==> config.mk <==
export PLATFORM = sky130hd
export DESIGN_NAME = ads7254_emu
export DESIGN_NICKNAME = d
export VERILOG_FILES = /design/src/rtl/ads7254_pkg.sv /design/src/rtl/ads7254_sync_edge.sv /design/src/rtl/ads7254_emu.sv
export SDC_FILE = /design/constraint.sdc
export NUM_CORES = 1
export LEC_CHECK = 0
export CORE_ASPECT_RATIO = 0.6
export CORE_MARGIN = 5
export CORE_UTILIZATION = 55
export CTS_BUF_LIST = sky130_fd_sc_hd__clkbuf_8
export DETAILED_ROUTE_END_ITERATION = 10
export PLACE_DENSITY = 0.86
export SYNTH_ARGS = -nofsm -noshare
export SYNTH_HDL_FRONTEND = slang
export SYNTH_SLANG_ARGS = --single-unit
==> constraint.sdc <==
create_clock -name iCLK_100 -period 2.44 [get_ports iCLK_100]
set_input_delay 0.366 -clock iCLK_100 [delete_from_list [all_inputs] [get_ports iCLK_100]]
set_output_delay 0.366 -clock iCLK_100 [all_outputs]
set_load 0.01 [all_outputs]
==> src/rtl/ads7254_pkg.sv <==
// Shared definitions for the ADS7254 serial link: default frame geometry
// and the device-side frame state encoding.
package ads7254_pkg;

  localparam int DEF_DATA_W    = 12;
  localparam int DEF_CFG_W     = 16;
  localparam int DEF_FRAME_LEN = 32;
  localparam int DEF_LEAD_CLKS = 2;

  typedef enum logic [1:0] {
    ST_IDLE  = 2'd0,
    ST_LEAD  = 2'd1,
    ST_SHIFT = 2'd2,
    ST_TAIL  = 2'd3
  } ads_state_e;

endpackage

==> src/rtl/ads7254_sync_edge.sv <==
// N-stage synchronizer for one asynchronous pin, with single-cycle
// rise/fall pulses derived from the last stage and one extra delay flop.
module ads7254_sync_edge #(
  parameter int   STAGES  = 2,
  parameter logic RST_VAL = 1'b0
) (
  input  logic clk_i,
  input  logic rst_ni,
  input  logic async_i,
  output logic sync_o,
  output logic rise_o,
  output logic fall_o
);

  logic [STAGES-1:0] sync_q;
  logic              dly_q;

  // Move the pin through the synchronizer chain; reset presets the idle level
  // so no spurious edge appears when reset is released with the pin idle.
  always_ff @(posedge clk_i) begin
    if (!rst_ni) begin
      sync_q <= {STAGES{RST_VAL}};
      dly_q  <= RST_VAL;
    end else begin
      sync_q <= {sync_q[STAGES-2:0], async_i};
      dly_q  <= sync_q[STAGES-1];
    end
  end

  assign sync_o = sync_q[STAGES-1];
  assign rise_o =  sync_q[STAGES-1] & ~dly_q;
  assign fall_o = ~sync_q[STAGES-1] &  dly_q;

endmodule

==> src/rtl/ads7254_emu.sv <==
// Device-side emulator of the ADS7254 dual-channel ADC: serializes two
// channel words on SDOA/SDOB and captures the host's SDI command word.
module ads7254_emu
  import ads7254_pkg::*;
#(
  parameter int DATA_W      = DEF_DATA_W,
  parameter int LEAD_CLKS   = DEF_LEAD_CLKS,
  parameter int FRAME_LEN   = DEF_FRAME_LEN,
  parameter int CFG_W       = DEF_CFG_W,
  parameter int SYNC_STAGES = 2
) (
  input  logic              iCLK_100,
  input  logic              iRST_n,
  input  logic              iSCLK,
  input  logic              iCS_n,
  input  logic              iSDI,
  input  logic [DATA_W-1:0] idata_ch_A,
  input  logic [DATA_W-1:0] idata_ch_B,
  output logic              oSDOA,
  output logic              oSDOB,
  output logic [CFG_W-1:0]  oconfig,
  output logic              oconfig_valid,
  output logic              oframe_done,
  output logic              oabort,
  output logic              obusy
);

  localparam int FC_W = $clog2(FRAME_LEN + 1);
  localparam int RC_W = $clog2(CFG_W + 1);
  localparam int BC_W = $clog2(DATA_W + 1);

  logic sclk_lvl_unused, sclk_rise, sclk_fall;
  logic cs_s, cs_rise, cs_fall;
  logic sdi_s, sdi_rise_unused, sdi_fall_unused;

  ads7254_sync_edge #(.STAGES(SYNC_STAGES), .RST_VAL(1'b1)) u_sync_sclk (
    .clk_i(iCLK_100), .rst_ni(iRST_n), .async_i(iSCLK),
    .sync_o(sclk_lvl_unused), .rise_o(sclk_rise), .fall_o(sclk_fall)
  );

  ads7254_sync_edge #(.STAGES(SYNC_STAGES), .RST_VAL(1'b1)) u_sync_cs (
    .clk_i(iCLK_100), .rst_ni(iRST_n), .async_i(iCS_n),
    .sync_o(cs_s), .rise_o(cs_rise), .fall_o(cs_fall)
  );

  ads7254_sync_edge #(.STAGES(SYNC_STAGES), .RST_VAL(1'b0)) u_sync_sdi (
    .clk_i(iCLK_100), .rst_ni(iRST_n), .async_i(iSDI),
    .sync_o(sdi_s), .rise_o(sdi_rise_unused), .fall_o(sdi_fall_unused)
  );

  ads_state_e        state_q;
  logic [DATA_W-1:0] sh_a_q, sh_b_q;
  logic [CFG_W-1:0]  cfg_sr_q, cfg_q;
  logic [FC_W-1:0]   fall_cnt_q, fall_cnt_d;
  logic [RC_W-1:0]   rise_cnt_q, rise_cnt_d;
  logic [BC_W-1:0]   bit_cnt_q, bit_cnt_d;
  logic              sdoa_q, sdob_q, cfg_valid_q, frame_done_q, abort_q, busy_q;

  assign fall_cnt_d = fall_cnt_q + FC_W'(1);
  assign rise_cnt_d = rise_cnt_q + RC_W'(1);
  assign bit_cnt_d  = bit_cnt_q + BC_W'(1);

  // Frame sequencer: shadow load on CS_n fall, lead-in, serialization,
  // SDI capture, and frame close with CS_n rise taking priority over SCLK.
  always_ff @(posedge iCLK_100) begin
    if (!iRST_n) begin
      state_q      <= ST_IDLE;
      sh_a_q       <= '0;
      sh_b_q       <= '0;
      cfg_sr_q     <= '0;
      cfg_q        <= '0;
      fall_cnt_q   <= '0;
      rise_cnt_q   <= '0;
      bit_cnt_q    <= '0;
      sdoa_q       <= 1'b0;
      sdob_q       <= 1'b0;
      cfg_valid_q  <= 1'b0;
      frame_done_q <= 1'b0;
      abort_q      <= 1'b0;
      busy_q       <= 1'b0;
    end else begin
      cfg_valid_q  <= 1'b0;
      frame_done_q <= 1'b0;
      abort_q      <= 1'b0;
      case (state_q)
        ST_IDLE: begin
          if (cs_fall) begin
            sh_a_q     <= idata_ch_A;
            sh_b_q     <= idata_ch_B;
            fall_cnt_q <= '0;
            rise_cnt_q <= '0;
            bit_cnt_q  <= '0;
            busy_q     <= 1'b1;
            state_q    <= ST_LEAD;
          end
        end
        default: begin
          if (cs_rise) begin
            if (fall_cnt_q == FC_W'(FRAME_LEN)) frame_done_q <= 1'b1;
            else                                abort_q      <= 1'b1;
            if (rise_cnt_q == RC_W'(CFG_W)) begin
              cfg_q       <= cfg_sr_q;
              cfg_valid_q <= 1'b1;
            end
            sdoa_q  <= 1'b0;
            sdob_q  <= 1'b0;
            busy_q  <= 1'b0;
            state_q <= ST_IDLE;
          end else if (!cs_s) begin
            if (sclk_rise && (rise_cnt_q < RC_W'(CFG_W))) begin
              cfg_sr_q   <= {cfg_sr_q[CFG_W-2:0], sdi_s};
              rise_cnt_q <= rise_cnt_d;
            end
            if (sclk_fall) begin
              if (fall_cnt_q < FC_W'(FRAME_LEN)) fall_cnt_q <= fall_cnt_d;
              case (state_q)
                ST_LEAD: begin
                  if (fall_cnt_q == FC_W'(LEAD_CLKS - 1)) begin
                    sdoa_q    <= sh_a_q[DATA_W-1];
                    sdob_q    <= sh_b_q[DATA_W-1];
                    sh_a_q    <= sh_a_q << 1;
                    sh_b_q    <= sh_b_q << 1;
                    bit_cnt_q <= BC_W'(1);
                    state_q   <= ST_SHIFT;
                  end
                end
                ST_SHIFT: begin
                  if (bit_cnt_q == BC_W'(DATA_W)) begin
                    sdoa_q  <= 1'b0;
                    sdob_q  <= 1'b0;
                    state_q <= ST_TAIL;
                  end else begin
                    sdoa_q    <= sh_a_q[DATA_W-1];
                    sdob_q    <= sh_b_q[DATA_W-1];
                    sh_a_q    <= sh_a_q << 1;
                    sh_b_q    <= sh_b_q << 1;
                    bit_cnt_q <= bit_cnt_d;
                  end
                end
                default: begin
                  sdoa_q <= 1'b0;
                  sdob_q <= 1'b0;
                end
              endcase
            end
          end
        end
      endcase
    end
  end

  assign oSDOA         = sdoa_q;
  assign oSDOB         = sdob_q;
  assign oconfig       = cfg_q;
  assign oconfig_valid = cfg_valid_q;
  assign oframe_done   = frame_done_q;
  assign oabort        = abort_q;
  assign obusy         = busy_q;

endmodule

# [Yosys cells after proc, flatten, opt, wreduce, memory -nomap -nowiden]
# Cells that the tools add are included.
[op_classes] n_eq_ne=16 muxes=61 div_mod_pow=0 magnitude_cmp=2 mul=0 n_reduce_logical=19 add_sub_neg=3 bitwise=11 n_shift=0
[op_table] operator="$mux W12" n=14
[op_table] operator="$pmux W12 S2" n=2
[op_table] operator="$mux W6" n=6
[op_table] operator="$mux W4" n=7
[op_table] operator="$mux W5" n=5
[op_table] operator="$mux W1" n=16
[op_table] operator="$mux W2" n=7
[op_table] operator="$reduce_and A4 Y1" n=3
[op_table] operator="$reduce_bool A2 Y1" n=5
[op_table] operator="$ne A3 B3 Y1 const B" n=3
[op_table] operator="$pmux W4 S2" n=1
[op_table] operator="$not A1 Y1" n=7
[op_table] operator="$reduce_and A7 Y1" n=1
[op_table] operator="$add A6 B1 Y6 const B" n=1
[op_table] operator="$eq A6 B1 Y1 const B" n=1
[op_table] operator="$eq A6 B6 Y1 const B" n=1
[op_table] operator="$lt A6 B6 Y1 const B" n=1
[op_table] operator="$ne A2 B2 Y1 const B" n=3
[op_table] operator="$reduce_and A6 Y1" n=1
[op_table] operator="$reduce_bool A3 Y1" n=2
[op_table] operator="$add A5 B1 Y5 const B" n=1
[op_table] operator="$eq A5 B5 Y1 const B" n=1
[op_table] operator="$lt A5 B5 Y1 const B" n=1
[op_table] operator="$reduce_and A5 Y1" n=1
[op_table] operator="17 further kinds" n=21
[word_totals] rom_bits=0 mem_bits_rw=0 mem_count=0 wordCells=131 latchBits=0 ff_bits=87

# [Logic depth before layout (Yosys ltp)]
[depth] depth_word=7 depth_mapped=8 mapped_depth_nobuf=6

# [Modules after synthesis]
# Synthesis repeated with hierarchy kept, for this count alone.
[unflattened] cells_unflattened=393 hier_area_um2=3726.1
[modules_own_cells] module="ads7254_emu" cells_per_inst=369 n_inst=1 area_per_inst_um2=3452.1 seq_area_each_um2=1581.5
[modules_own_cells] module="ads7254_sync_edge" cells_per_inst=8 n_inst=3 area_per_inst_um2=91.3 seq_area_each_um2=60.1

# [Worst setup path before layout]
# Ideal clock, no wire load.
[synth_path] path_type="reg-to-reg" start="register state_q[0]" end="register sh_a_q[1]" setup_ns=0.059 stages_incl_launch_ff=8 path_slack_ns=0.292 t_arrival_ns=2.089 cell_sequence="dfxtp_1 -> inv_1 -> ha_1 -> or3b_1 -> a211oi_4 -> a21boi_4 -> buf_6 -> o221a_2"
[synth_between] elab_chain_len=6 elab_cells_between_ends=16 cone_classes="eq/ne: 7; mux: 5; reduce/logical: 4"
[synth_lines] item="from (decl)" line_no="ads7254_emu.sv:51" source="ads_state_e state_q;"
[synth_lines] item="from (signal assigned)" line_no="ads7254_emu.sv:67" source="state_q <= ST_IDLE;"
[synth_lines] item="from (signal assigned)" line_no="ads7254_emu.sv:94" source="state_q <= ST_LEAD;"
[synth_lines] item="from (signal assigned)" line_no="ads7254_emu.sv:108" source="state_q <= ST_IDLE;"
[synth_lines] item="$eq A2 B2 Y1 / $eq A2 B1 Y1 (equally long branches)" line_no="ads7254_emu.sv:116" source="case (state_q)"
[synth_lines] item="$pmux W12 S2" line_no="ads7254_emu.sv:116"
[synth_lines] item="$mux W12" line_no="ads7254_emu.sv:114" source="if (sclk_fall) begin"
[synth_lines] item="$mux W12" line_no="ads7254_emu.sv:109" source="end else if (!cs_s) begin"
[synth_lines] item="$mux W12" line_no="ads7254_emu.sv:98" source="if (cs_rise) begin"
[synth_lines] item="$mux W12" line_no="ads7254_emu.sv:85" source="case (state_q)"
[synth_lines] item="to (signal assigned)" line_no="ads7254_emu.sv:88" source="sh_a_q <= idata_ch_A;"
[synth_lines] item="to (signal assigned)" line_no="ads7254_emu.sv:121" source="sh_a_q <= sh_a_q << 1;"
[synth_lines] item="to (signal assigned)" line_no="ads7254_emu.sv:135" source="sh_a_q <= sh_a_q << 1;"
[synth_lines] item="to (decl)" line_no="ads7254_emu.sv:52" source="logic [DATA_W-1:0] sh_a_q, sh_b_q;"
# Several ways; a longest one is shown, not always the timed one. The select of a mux whose other input is x is not followed.
# A chain may end at the register's enable or synchronous reset.

# [Final worst setup path]
[layout_path] start="register state_q[1]" end="register fall_cnt_q[5]"
[layout_between] elab_chain_len=3 elab_cells_between_ends=8 cone_classes="eq/ne: 3; mux: 1; reduce/logical: 4"
[layout_lines] item="$logic_not A2 Y1 *" line_no="ads7254_emu.sv:85"
[layout_lines] item="$ne A2 B2 Y1 (no line) (tied with other cells)"
[layout_lines] item="$reduce_and A5 Y1 (no line)"
[layout_lines] item="to (signal assigned)" line_no="ads7254_emu.sv:115" source="if (fall_cnt_q < FC_W'(FRAME_LEN)) fall_cnt_q <= fall_cnt_d;"
[layout_lines] item="to (decl)" line_no="ads7254_emu.sv:54" source="logic [FC_W-1:0] fall_cnt_q, fall_cnt_d;"
# Every way passes the cells marked *; elsewhere a longest branch is shown, timed or not.

==> run_results.csv <==
group,metric,value,unit
setup_path,cp.arrival,2.65,ns
setup_path,worstSetupPathType,"reg2reg",
sta,hold_ws,0.4236,ns
sta,fin_skew,0.01087,ns
cells_and_area,final_cell_mix,"dfxtp_1, nand2_1, clkdlybuf4s50_1, mux2i_1, nor2_1",
detailed_routing,wl,8.788,mm
sta,timing.fmax,416.4,MHz
cts,clk_latency,0.37,ns
cts,root_buffer,"clkbuf_8",
floorplan,initial_core_util,0.5663,
global_route,first_global_vias,3060,
cts,clock-sinks,87,
sta,finalCriticalPeriod,2.401,ns
cells_and_area,area_growth,21.19,%
setup_path,endpoint_kind,"flop",
floorplan,die_h,74.37,µm
floorplan,row_count,23,
global_route,grt_max_degree,38,
sta,hold_viol,0,
placement,port_buffers,50,
cts,cts_buffer_depth,2,
global_route,grt_overflow,0,
synthesis,syn_inst,407,
synthesis,synth-edff-count,0,
global_route,grt_usage,0.2127,
cts,cts_tree,"built",
synthesis,yosysWarnings,0,
detailed_routing,vias,3175,
detailed_routing,postRouteAntennaNets,0,
setup_path,crit_fanout,5,
cells_and_area,finalInstanceArea,4602,µm²
floorplan,core_area,6705,µm²
synthesis,synth_fp_nets,447,
synthesis,avgSynthCellArea,9.330,µm²
cells_and_area,final_common_cell,"dfxtp_1",
global_route,grt_antenna_before_repair,0,
synthesis,synthDistinctLibCells,49,
setup_path,required,2.69,ns
floorplan,die-area,8721,µm²
sta,rsz0062_at_grt,"yes",
pwr,power.density,580.6,nW/µm²
pwr,p_leak,1.886,nW
sta,setup_viol,0,
cts,cts_setup_buffers,0,
sta,final_max_slew_viol_count,0,
placement,place.gp.congestion,0.9835,
detailed_routing,drt-vias-per-instance,5.804,
setup_path,cp-start-kind,"flop",
sta,tightest_slew,0.6462,ns
placement,dp_hpwl,6.221,mm
detailed_routing,drt-wirelength-per-cell,16.07,µm
global_route,grt_pass1_wl,14.65,mm
cells_and_area,nets,495,
floorplan,io_pins,51,
detailed_routing,drtPass1Iterations,5,
synthesis,synthesis.area,3797,µm²
cts,htreeDepth,3,
min_path,worstHoldPathType,"reg2reg",
detailed_routing,drc_errors,0,
placement,place_area,4407,µm²
cts,cts-buffers-inserted,9,
outcome,status,"complete, no violations",
cells_and_area,n_antenna_cell,0,
sta,finalCritPeriodShare,0.9841,
sta,max-slew-margin-rel,0.5581,
synthesis,async_reset_ff_frac,0,
detailed_routing,first_iter_violations,254,
synthesis,ys_seq_area_frac,0.4586,
floorplan,die_w,117.3,µm
pwr,ir_worst_vdd,304.6,µV
synthesis,synth_seq_cells,87,
synthesis,synth_ff_type,"dfxtp_1",
cells_and_area,drive_gt1_frac,0.1152,
job,drv_cap,0,
cts,path_clk_slew,0.09,ns
-- power breakdown --
group          total, mW  internal (mW)  leakage, nW  switching [mW]
clock              0.988          0.402       0.0999           0.586
sequential          1.47           1.45        0.705          0.0197
combinational      0.215          0.111         1.08           0.104
total               2.67           1.96         1.89           0.710
-- Yosys cell counts (all sizes together), types with 3 or more instances --
library cell,instances,area share
a211oi,4,0.011
a21oi,26,0.034
a41oi,3,0.0069
and2,3,0.0049
buf,8,0.013
clkbuf,16,0.016
dfxtp,87,0.46
ha,11,0.036
inv,18,0.018
mux2i,39,0.10
nand2,67,0.066
nand2b,7,0.012
nand3,10,0.013
nand4,3,0.0049
nor2,32,0.032
nor3,3,0.0040
nor3b,5,0.0099
o21ai,5,0.0066
o221a,22,0.065
o31ai,4,0.0079
xnor2,4,0.0092
-- per-stage QoR --
stage	utilization	setup WS, ns	std cells	power, mW	setup TNS (ns)
global placement	0.6572	0.2284	531	1.706	0
CTS	0.6863	0.06862	547	2.685	0
global route	0.6863	-0.06136	547	2.776	-0.7611
floorplan	-	0.2921	407	1.627	0
finish	0.6863	0.03868	547	2.672	0
detailed placement	0.6572	0.07842	531	1.714	0
-- layer usage --
layer	GRT usage	vias up	wire length, µm
met5	0	-	0
met4	0.04453	0	131
met1	0.2952	1507	4068
met2	0.3252	119	3867
met3	0.07154	18	721
li1	-	1531	-
-- worst max-delay path, stage by stage (launching register included) --
cell	delay, ns
dfxtp_1	0.46
inv_1	0.10
ha_2	0.20
or4b_1	0.62
a2111oi_0	0.67
xnor2_1	0.19
nor2_1	0.05
-- area by class of cell --
cell class              count  area (µm²)
fillers                   525        2103
multi-input cells         278        1881
flip-flops and latches     87        1742
repair buffers             61       608.1
clock buffers               9       123.9
well taps                  87       108.9
clock inverters             7       71.32
inverters                  18       67.56
-- registers in the layout (all words and copies together), names as in the netlist, 4 cells and up --
name and flops:
sh_b_q 12, cfg_sr_q 16, rise_cnt_q 5, fall_cnt_q 6, bit_cnt_q 4, sh_a_q 12
oconfig 16
-- cells by family (layout without fill, tap and decap cells) --
| group | Yosys count | count (layout) | share of synthesized area |
|---|---|---|---|
| and+or+nand+nor | 145 | 145 | 0.1769 |
| buffers and inverters | 42 | 95 | 0.04679 |
| muxes | 41 | 41 | 0.1087 |
| adders and majority gates | 11 | 11 | 0.03624 |
| xor gates and xnor gates | 4 | 4 | 0.009225 |
| AOI/OAI and AO/OA | 77 | 77 | 0.1634 |
| DFF | 87 | 87 | 0.4586 |
-- repair_timing --
action	4_1_cts	5_1_grt
hold buffers	0	0
resized for setup	0	0
endpoints found under the setup margin	0	24
-- final timing paths --
| kind | startpoint | endpoint | slack (ns) | cells after the start |
|---|---|---|---|---|
| hold reg to reg | u_sync_sclk.sync_q[0]$_SDFF_PN1_ | u_sync_sclk.sync_q[1]$_SDFF_PN1_ | 0.42 | 1 |
| setup / recovery | state_q[1]$_SDFFE_PN0P_ | fall_cnt_q[5]$_SDFFE_PN0P_ | 0.04 | 6 |
| setup reg to reg | state_q[1]$_SDFFE_PN0P_ | fall_cnt_q[5]$_SDFFE_PN0P_ | 0.04 | 6 |
| hold / removal | u_sync_sclk.sync_q[0]$_SDFF_PN1_ | u_sync_sclk.sync_q[1]$_SDFF_PN1_ | 0.42 | 1 |
Note: power is estimated with default switching activity, not from simulation.
